`src/rtl/rtc_edit_ctrl.sv`:
```
// RTC edit controller: hour/date edit modes, then a six-register RTC write.
// Ports: clk/reset, buttons in, gated buttons out, BCD values, RTC write bus.
module rtc_edit_ctrl #(
  parameter int         TIMEOUT    = 1000000,
  parameter int         WR_TIMEOUT = 255,
  parameter logic [7:0] A_SEG      = 8'h21,
  parameter logic [7:0] A_MIN      = 8'h22,
  parameter logic [7:0] A_HORA     = 8'h23,
  parameter logic [7:0] A_DIA      = 8'h24,
  parameter logic [7:0] A_MES      = 8'h25,
  parameter logic [7:0] A_YEAR     = 8'h26
) (
  input  logic       clk,
  input  logic       reset,
  input  logic       BTc,
  input  logic       BTup,
  input  logic       BTdown,
  input  logic       BTl,
  input  logic       BTr,
  input  logic [7:0] horaC,
  input  logic [7:0] minC,
  input  logic [7:0] segC,
  input  logic [7:0] diaC,
  input  logic [7:0] mesC,
  input  logic [7:0] yearC,
  input  logic       busy,
  input  logic       done,
  output logic       EN_hora,
  output logic       EN_fecha,
  output logic       BTup_o,
  output logic       BTdown_o,
  output logic       BTl_o,
  output logic       BTr_o,
  output logic       wr_req,
  output logic [7:0] wr_addr,
  output logic [7:0] wr_data,
  output logic [1:0] modo,
  output logic       err
);

  localparam int IW = $clog2(TIMEOUT + 1);
  localparam int WW = $clog2(WR_TIMEOUT + 1);

  typedef enum logic [2:0] {
    S_RUN, S_EDIT_HORA, S_EDIT_FECHA, S_SNAP, S_WRITE, S_GAP
  } state_t;

  state_t          state_q, state_d;
  logic [4:0]      btn_q;
  logic [IW-1:0]   idle_q, idle_d;
  logic [WW-1:0]   wait_q, wait_d;
  logic [2:0]      idx_q, idx_d;
  logic            req_q, req_d;
  logic            err_q, err_d;
  logic [5:0][7:0] snap_q, snap_d;

  logic [4:0] btn, rise;
  logic       btc_rise, any_rise, idle_hit, wait_hit;
  logic       edit;

  assign btn      = {BTc, BTup, BTdown, BTl, BTr};
  assign rise     = btn & ~btn_q;
  assign btc_rise = rise[4];
  assign any_rise = |rise;
  assign idle_hit = (idle_q == IW'(TIMEOUT - 1));
  assign wait_hit = (wait_q == WW'(WR_TIMEOUT - 1));

  always_ff @(posedge clk or negedge reset) begin
    if (!reset) begin
      state_q <= S_RUN;
      btn_q   <= '0;
      idle_q  <= '0;
      wait_q  <= '0;
      idx_q   <= '0;
      req_q   <= 1'b0;
      err_q   <= 1'b0;
      snap_q  <= '0;
    end else begin
      state_q <= state_d;
      btn_q   <= btn;
      idle_q  <= idle_d;
      wait_q  <= wait_d;
      idx_q   <= idx_d;
      req_q   <= req_d;
      err_q   <= err_d;
      snap_q  <= snap_d;
    end
  end

  always_comb begin
    state_d = state_q;
    idle_d  = '0;
    wait_d  = wait_q;
    idx_d   = idx_q;
    req_d   = req_q;
    err_d   = err_q;
    snap_d  = snap_q;
    case (state_q)
      S_RUN: begin
        if (btc_rise) state_d = S_EDIT_HORA;
      end
      S_EDIT_HORA, S_EDIT_FECHA: begin
        // BTc edge wins over an expiring idle count
        if (btc_rise)
          state_d = (state_q == S_EDIT_HORA) ? S_EDIT_FECHA : S_SNAP;
        else if (idle_hit)
          state_d = S_RUN;
        else if (!any_rise)
          idle_d = idle_q + IW'(1);
      end
      S_SNAP: begin
        snap_d  = {yearC, mesC, diaC, horaC, minC, segC};
        idx_d   = '0;
        err_d   = 1'b0;
        state_d = S_WRITE;
        if (!busy) begin
          req_d  = 1'b1;
          wait_d = '0;
        end
      end
      S_WRITE: begin
        if (req_q) begin
          if (done) begin
            req_d   = 1'b0;
            state_d = S_GAP;
          end else if (wait_hit) begin
            req_d   = 1'b0;
            err_d   = 1'b1;
            state_d = S_RUN;
          end else begin
            wait_d = wait_q + WW'(1);
          end
        end else if (!busy) begin
          req_d  = 1'b1;
          wait_d = '0;
        end
      end
      S_GAP: begin
        if (idx_q == 3'd5) begin
          state_d = S_RUN;
        end else begin
          idx_d   = idx_q + 3'd1;
          state_d = S_WRITE;
          if (!busy) begin
            req_d  = 1'b1;
            wait_d = '0;
          end
        end
      end
      default: state_d = S_RUN;
    endcase
  end

  assign edit     = (state_q == S_EDIT_HORA) || (state_q == S_EDIT_FECHA);
  assign EN_hora  = (state_q == S_EDIT_HORA);
  assign EN_fecha = (state_q == S_EDIT_FECHA);
  assign BTup_o   = edit & BTup;
  assign BTdown_o = edit & BTdown;
  assign BTl_o    = edit & BTl;
  assign BTr_o    = edit & BTr;
  assign wr_req   = req_q;
  assign err      = err_q;

  always_comb begin
    case (state_q)
      S_RUN:        modo = 2'd0;
      S_EDIT_HORA:  modo = 2'd1;
      S_EDIT_FECHA: modo = 2'd2;
      default:      modo = 2'd3;
    endcase
  end

  // address/data only shown while a request is live
  always_comb begin
    wr_addr = 8'h00;
    wr_data = 8'h00;
    if (req_q) begin
      case (idx_q)
        3'd0: begin wr_addr = A_SEG;  wr_data = snap_q[0]; end
        3'd1: begin wr_addr = A_MIN;  wr_data = snap_q[1]; end
        3'd2: begin wr_addr = A_HORA; wr_data = snap_q[2]; end
        3'd3: begin wr_addr = A_DIA;  wr_data = snap_q[3]; end
        3'd4: begin wr_addr = A_MES;  wr_data = snap_q[4]; end
        3'd5: begin wr_addr = A_YEAR; wr_data = snap_q[5]; end
        default: begin
          wr_addr = 8'h00;
          wr_data = 8'h00;
        end
      endcase
    end
  end

endmodule

```
`config.mk`:
```
export PLATFORM = sky130hd
export DESIGN_NAME = rtc_edit_ctrl
export DESIGN_NICKNAME = d
export VERILOG_FILES = /design/src/rtl/rtc_edit_ctrl.sv
export SDC_FILE = /design/constraint.sdc
export NUM_CORES = 1
export LEC_CHECK = 0
export ABC_CLOCK_PERIOD_IN_PS = 2500
export CAP_MARGIN = 15
export CORE_ASPECT_RATIO = 0.6
export CORE_UTILIZATION = 31
export CTS_CLUSTER_DIAMETER = 100
export DETAILED_ROUTE_END_ITERATION = 10
export GPL_TIMING_DRIVEN = 0
export SLEW_MARGIN = 30
export SYNTH_ARGS = -nofsm -noshare
export SYNTH_HDL_FRONTEND = slang
export SYNTH_SLANG_ARGS = --single-unit
export TNS_END_PERCENT = 20
```
`constraint.sdc`:
```
create_clock -name clk -period 2.5 [get_ports clk]
set_clock_uncertainty 0.15 [all_clocks]
set_input_delay 0.25 -clock clk [delete_from_list [all_inputs] [get_ports clk]]
set_output_delay 0.25 -clock clk [all_outputs]
set_load 0.01 [all_outputs]
```
==> results of run 1 <==
[layout make-up]
| type | instances | area (um^2) | area share |
|---|---|---|---|
| well taps | 192 | 240 | 0.0396 |
| clock inverters | 6 | 67.6 | 0.0111 |
| inverters | 15 | 58.8 | 0.00969 |
| repair buffers | 94 | 908 | 0.150 |
| clock buffers | 10 | 239 | 0.0394 |
| plain buffers | 27 | 153 | 0.0252 |
| flip-flops and latches | 89 | 2230 | 0.367 |
| multi-input cells | 375 | 2170 | 0.358 |
[worst min-delay path by stage]
stage               cells past startpoint         end  startpoint  slack (ps)
global placement                        2  snap_q[36]  snap_q[36]         300
detailed placement                      1    btn_q[0]       reset         -10
floorplan                               0    btn_q[0]       reset        -200
finish                                  2    btn_q[0]       reset         180
global route                            2    btn_q[0]       reset         220
CTS                                     2    btn_q[0]       reset         190
[routing by layer]
metal  global-route usage  share of wire  up-vias
met5                    0              0        -
met4               0.0507         0.0087        0
met3               0.0459          0.071       13
met2                0.252           0.41      142
met1                0.252           0.51     1888
li1                     -              -     1924
[cells by family after synthesis]
| group | count (synthesis) |
|---|---|
| compound gates | 76 |
| simple gates | 264 |
| fa+ha+maj | 8 |
| mux | 9 |
| buf+inv | 45 |
| xor+xnor | 14 |
| flops | 89 |
| other cells | 1 |
[metrics by stage]
stage	instances	power (mW)	TNS, ps	setup slack, ps
6_report	808	5.40	-3.41	-3.41
5_1_grt	808	5.73	-213	-58.2
4_1_cts	801	5.33	-327	-111
3_5_place_dp	780	3.82	-10490	-1150
3_3_place_gp	779	3.76	-206910	-2230
2_1_floorplan	509	3.10	0	51.9
[synth_stat cells (6+ instances only)]
cell type                  instances
sky130_fd_sc_hd__nand3_1          10
sky130_fd_sc_hd__clkbuf_1         21
sky130_fd_sc_hd__a21oi_1          17
sky130_fd_sc_hd__a221oi_1          6
sky130_fd_sc_hd__o21ai_0           8
sky130_fd_sc_hd__dfrtp_1          89
sky130_fd_sc_hd__xor2_1            6
sky130_fd_sc_hd__nor2_1           39
sky130_fd_sc_hd__nor2b_1           7
sky130_fd_sc_hd__nand4_1          11
sky130_fd_sc_hd__inv_1            15
sky130_fd_sc_hd__a222oi_1          7
sky130_fd_sc_hd__ha_1              8
sky130_fd_sc_hd__a31oi_1           7
sky130_fd_sc_hd__nand2_1         164
sky130_fd_sc_hd__mux2_2            7
sky130_fd_sc_hd__xnor2_1           8
[registers in the layout (all words and copies together) (netlist names)]
name	flops
err	1
btn_q	5
snap_q	48
wait_q	8
idle_q	20
idx_q	3
state_q	3
wr_req	1
[what timing repair did]
action | in CTS | in global routing
gates resized for setup | 43 | 36
endpoints found under the hold margin | 89 | 0
setup endpoints to repair | 16 | 24
pin swaps | 8 | 12
setup buffers | 6 | 8
hold buffers | 1 | 0
[report_power, final]
group          internal (mW)  switching [mW]
registers               1.84           0.298
logic                  0.894            1.00
clock network          0.802           0.562
==> flow_summary.yaml, run 1 <==
run_status:
  outcome: "finished with violations"
  failed_checks: "setup timing"
job:
  maxCapViolations: 0
placement:
  gp_congestion: 0.823
  detailed_place_hpwl_mm: 8.97
  port_buffers: 78
  placed_cell_area_mm2: 0.00552
yosys:
  top_cell_type_s_share_of_synthesized_area: 0.500
  postSynthAreaPerCell_um2: 8.80
  ys_top_cells_by_area: "sky130_fd_sc_hd__dfrtp_1, sky130_fd_sc_hd__nand2_1, sky130_fd_sc_hd__nor2_1"
  synth_cells: 506
  synth_area_in_compound_gates: 0.124
  share_of_synthesized_area_occupied_by_flip_flops_and_latches: 0.500
  number_of_enable_flip_flop_cells_after_synthesis: 0
  synth_area_mm2: 0.00445
  synth_largest_area_cell: "sky130_fd_sc_hd__dfrtp_1"
  synthesized_area_fraction_occupied_by_adder_cells: 0.0225
  synthXorXnorAreaFrac: 0.0275
  synth_mux_area_frac: 0.0222
  yosys_warnings: 0
  asyncSetResetFlopFracSynth: 1.00
  post_synth_and_or_nand_nor_area_fraction: 0.261
  synth_flop_cell: "sky130_fd_sc_hd__dfrtp_1"
  main_combinational_cell_family_by_area_after_synthesis: "simple AND/OR/NAND/NOR gates"
  synth_cell_types: 56
  ys_seq_elements: 89
sta:
  hold_slack_ps: 182
  setup_viol: 1
  min_period_over_period: 1.00
  timing.fmax_ghz: 0.399
  fin_ws_ps: -3.41
  hold_viol: 0
  grt_setup_unrepaired: "true"
  report.final.slew_viol_count: 0
  final.min_clock_period_ps: 2500
  worst_slew_pin_slew_ps: 815
  worst_slew_margin_rel: 0.443
worst_setup_path:
  crit_path_cell_trace: "buf_6, ha_4, a222oi_1, nor2_1, a221oi_1, nor2_1, clkdlybuf4s15_2"
  worstSetupEndpointType: "output port"
  slowest_stage: "sky130_fd_sc_hd__dfrtp_1"
  regToRegSetupSlack_ps: 210
  worst-path-max-fanout: 6
  worst-path-stages: 7
  critPathBufInv: 2
  worstSetupStartpointType: "flip-flop"
  cp.required_ps: 2100
  cp_data_arrival_time_ps: 2100
  crit-reg2reg-capture: "snap_q[3]"
  critical-path-top-delay-family: "compound AO/OA/AOI/OAI gates"
  critical_path.most_common_cell: "sky130_fd_sc_hd__nor2_1"
  r2r-start: "state_q[2]"
  cp-endpoint: "wr_data[1]"
  startpoint: "idx_q[1]"
  cp_slowest_stage_delay_ps: 430
  setup.worst_path.class: "reg -> out"
  r2r_cells: 7
routing:
  antenna_left: 0
  route.detailed.drc: 0
  vias: 3967
  drt_first_iter_violations: 311
  drtPass1Iterations: 5
  average_detailed_routed_wire_length_per_instance_um: 15.1
  detail_route.vias_per_cell: 4.91
  detail_route.wirelength_mm: 12.2
cells_and_area:
  layout_commonest_cell: "sky130_fd_sc_hd__nand2_1"
  drive_above_1_share: 0.133
  final_area_mm2: 0.00607
  insertedDiodeCount: 0
  layout.core_utilization: 0.439
  area_overhead_vs_synth_pct: 36.2
  filler_cell_count: 1336
  layout.cells.most_common_list: "sky130_fd_sc_hd__nand2_1, sky130_fd_sc_hd__dfrtp_1, sky130_fd_sc_hd__clkdlybuf4s50_1"
  num-nets-final: 676
clock_tree:
  tritoncts.num_buffers: 9
  clkSinkCount: 89
  clock_slew_at_the_register_clock_pins_of_the_worst_setup_and_hold_paths_ps: 60
  cts.root.buffer_cell: "sky130_fd_sc_hd__clkbuf_16"
  clkLatencyLatePin_ps: 340
  cts.path.max_buffers: 2
  cts_tree: "yes"
  htree_levels: 3
floorplanning:
  core_mm2: 0.0138
  fp.dieH_um: 94.9
  die-width_um: 157
  start_util: 0.322
  die_area_mm2: 0.0149
  number_of_ports_placed_on_the_die_boundary: 83
  fp-row-count: 33
pwr:
  peakVddDrop_uv: 394
  power_density_mw_per_mm2: 890
  leakage_nw: 2.64
grt:
  largest_net_degree_at_the_start_of_global_routing: 63
  number_of_antenna_violations_at_the_first_check_in_global_routing: 0
  global_route_wire_length_before_repair_mm: 19.6
  total_global_routing_track_utilization: 0.174
  first_global_vias: 3811
  total_congestion_overflow_after_global_routing: 0
min_path:
  hp-class: "in -> async"
(Power assumes the default switching activity.)
==> inputs of run 2 (changes only) <==
CAP_MARGIN = 20   (was 15)
SETUP_SLACK_MARGIN = 0.05   (was default)
==> run 2 against run 1 <==
  * The flow now finishes without violations
  * Via count fell by 1.1%
  * Die area did not move
  * Largest power group unchanged
  * Total power fell by 0.29%
  * Register-to-register slack barely moved
  * Clock-buffer cell count did not move
  * Non-clock buffer count fell by 5
  * Combinational power barely moved
  * Sequential cell count did not move
  * Highest routed layer unchanged
  * Sequential share of layout area rose by 0.24 points
  * Worst setup slack improved by 24 ps
  * Worst hold slack improved by 2.5 ps
  * Fmax rose by 0.97%
==> flow_summary.yaml, run 2 (same netlist as run 1, synthesis figures left out) <==
sta:
  worst_slew_pin_slew_ps: 815
  report.final.slew_viol_count: 0
  setup_viol: 0
  fin_ws_ps: 20.6
  timing.fmax_ghz: 0.403
  min_period_over_period: 0.992
  worst_slew_margin_rel: 0.443
  grt_setup_unrepaired: "true"
  hold_viol: 0
  setup-tns-final_ps: 0
  final.min_clock_period_ps: 2480
routing:
  detail_route.wirelength_mm: 12.1
  vias: 3922
  antenna_left: 0
  drtPass1Iterations: 8
  detail_route.vias_per_cell: 4.88
  drt_first_iter_violations: 320
  route.detailed.drc: 0
  average_detailed_routed_wire_length_per_instance_um: 15.0
clock_tree:
  cts_tree: "yes"
  tritoncts.num_buffers: 9
  clock_slew_at_the_register_clock_pins_of_the_worst_setup_and_hold_paths_ps: 60
  cts.root.buffer_cell: "sky130_fd_sc_hd__clkbuf_16"
  clkSinkCount: 89
  clkLatencyLatePin_ps: 340
  cts.path.max_buffers: 2
  htree_levels: 3
cells_and_area:
  layout.cells.most_common_list: "sky130_fd_sc_hd__nand2_1, sky130_fd_sc_hd__dfrtp_1, sky130_fd_sc_hd__clkdlybuf4s50_1"
  ff_latch_area_mm2: 0.00223
  layout_commonest_cell: "sky130_fd_sc_hd__nand2_1"
  layout.core_utilization: 0.436
  largest_register_by_flop_count: "snap_q"
  top_registers: "snap_q (48), idle_q (20), wait_q (8)"
  multi_input_area_mm2: 0.00217
  num-nets-final: 671
  final_cells: 803
  filler_cell_count: 1335
  area_overhead_vs_synth_pct: 35.3
  flip_flop_count_of_the_largest_register_after_layout: 48
  drive_above_1_share: 0.131
  insertedDiodeCount: 0
job:
  maxCapViolations: 0
pwr:
  power_density_mw_per_mm2: 893
  leakage_nw: 2.64
  power.total_mw: 5.38
  peakVddDrop_uv: 384
placement:
  gp_congestion: 0.823
  numPlacedInstances: 780
  detailed_place_hpwl_mm: 8.97
  port_buffers: 78
  pre_cts_ws_ps: -1150
run_status:
  outcome: "finished, final reports clean"
worst_setup_path:
  setup.worst_path.class: "reg -> out"
  worstSetupStartpointType: "flip-flop"
  worst-path-max-fanout: 10
  worstSetupEndpointType: "output port"
  cp.required_ps: 2100
  cp_data_arrival_time_ps: 2080
floorplanning:
  core_mm2: 0.0138
  fp.dieH_um: 94.9
  number_of_ports_placed_on_the_die_boundary: 83
  die-width_um: 157
  fp-row-count: 33
  die_area_mm2: 0.0149
  start_util: 0.322
min_path:
  hp-class: "in -> async"
grt:
  number_of_antenna_violations_at_the_first_check_in_global_routing: 0
  largest_net_degree_at_the_start_of_global_routing: 63
  total_congestion_overflow_after_global_routing: 0
  first_global_vias: 3812
  global_route_wire_length_before_repair_mm: 19.6
  total_global_routing_track_utilization: 0.174
## run 2: cell count changes in the layout (fill, tap and decap cells not counted), sizes merged
| cell | before | now |
|---|---|---|
| clkbuf | 35 | 31 |
| dlymetal6s2s | 4 | 5 |
| clkdlybuf4s15 | 1 | 0 |
| clkdlybuf4s50 | 62 | 61 |
## run 2: worst max-delay path, stage by stage, from the launching register on
cell,delay [ps]
sky130_fd_sc_hd__dfrtp_2,470
sky130_fd_sc_hd__ha_4,190
sky130_fd_sc_hd__buf_12,140
sky130_fd_sc_hd__a222oi_1,350
sky130_fd_sc_hd__nor2_1,90
sky130_fd_sc_hd__a221oi_1,250
sky130_fd_sc_hd__nor2_1,100
sky130_fd_sc_hd__buf_2,150
## run 2: cell type report
type                            instances  area share
Buffer                                 27      0.0274
Clock buffer                           10      0.0397
Clock inverter                          6      0.0112
Inverter                               15     0.00976
Multi-Input combinational cell        375       0.360
Sequential cell                        89       0.370
Tap cell                              192      0.0399
Timing Repair Buffer                   89       0.143
## run 2: metrics by stage
step,cell area [um^2],hold slack [ps]
2_1_floorplan,4470,-196
3_3_place_gp,5490,304
3_5_place_dp,5520,-11.2
4_1_cts,5980,188
5_1_grt,6030,219
6_report,6030,185
## run 2: worst paths after layout
path	start	endpoint	slack, ps	depth (start not counted)
worst min-delay path	reset	btn_q[0]	180	2
min in group clk	BTc	btn_q[4]	220	1
worst max register to register	state_q[2]	wait_q[7]	200	6
worst min register to register	snap_q[14]	snap_q[14]	330	2
worst max-delay path	idx_q[0]	wr_data[1]	20	7
max in group asynchronous	reset	snap_q[6]	1410	3
## run 2: what timing repair did
item,CTS,global route
resized for setup,56,30
hold buffers,1,0
setup endpoints to repair,16,25
endpoints found under the hold margin,89,0
setup buffers,8,1
pin swaps,9,6
## run 2: metal layers
layer / part of all wire / up-vias / GRT usage
met1: 0.51 / 1882 / 0.255
li1: - / 1913 / -
met4: 0.0085 / 0 / 0.0507
met3: 0.063 / 12 / 0.0413
met5: 0 / - / 0
met2: 0.41 / 115 / 0.251
## run 2: power by group
| part | internal (mW) | switching, mW |
|---|---|---|
| clock | 0.803 | 0.561 |
| sequential | 1.84 | 0.290 |
| combinational | 0.882 | 1.01 |
| total | 3.52 | 1.86 |
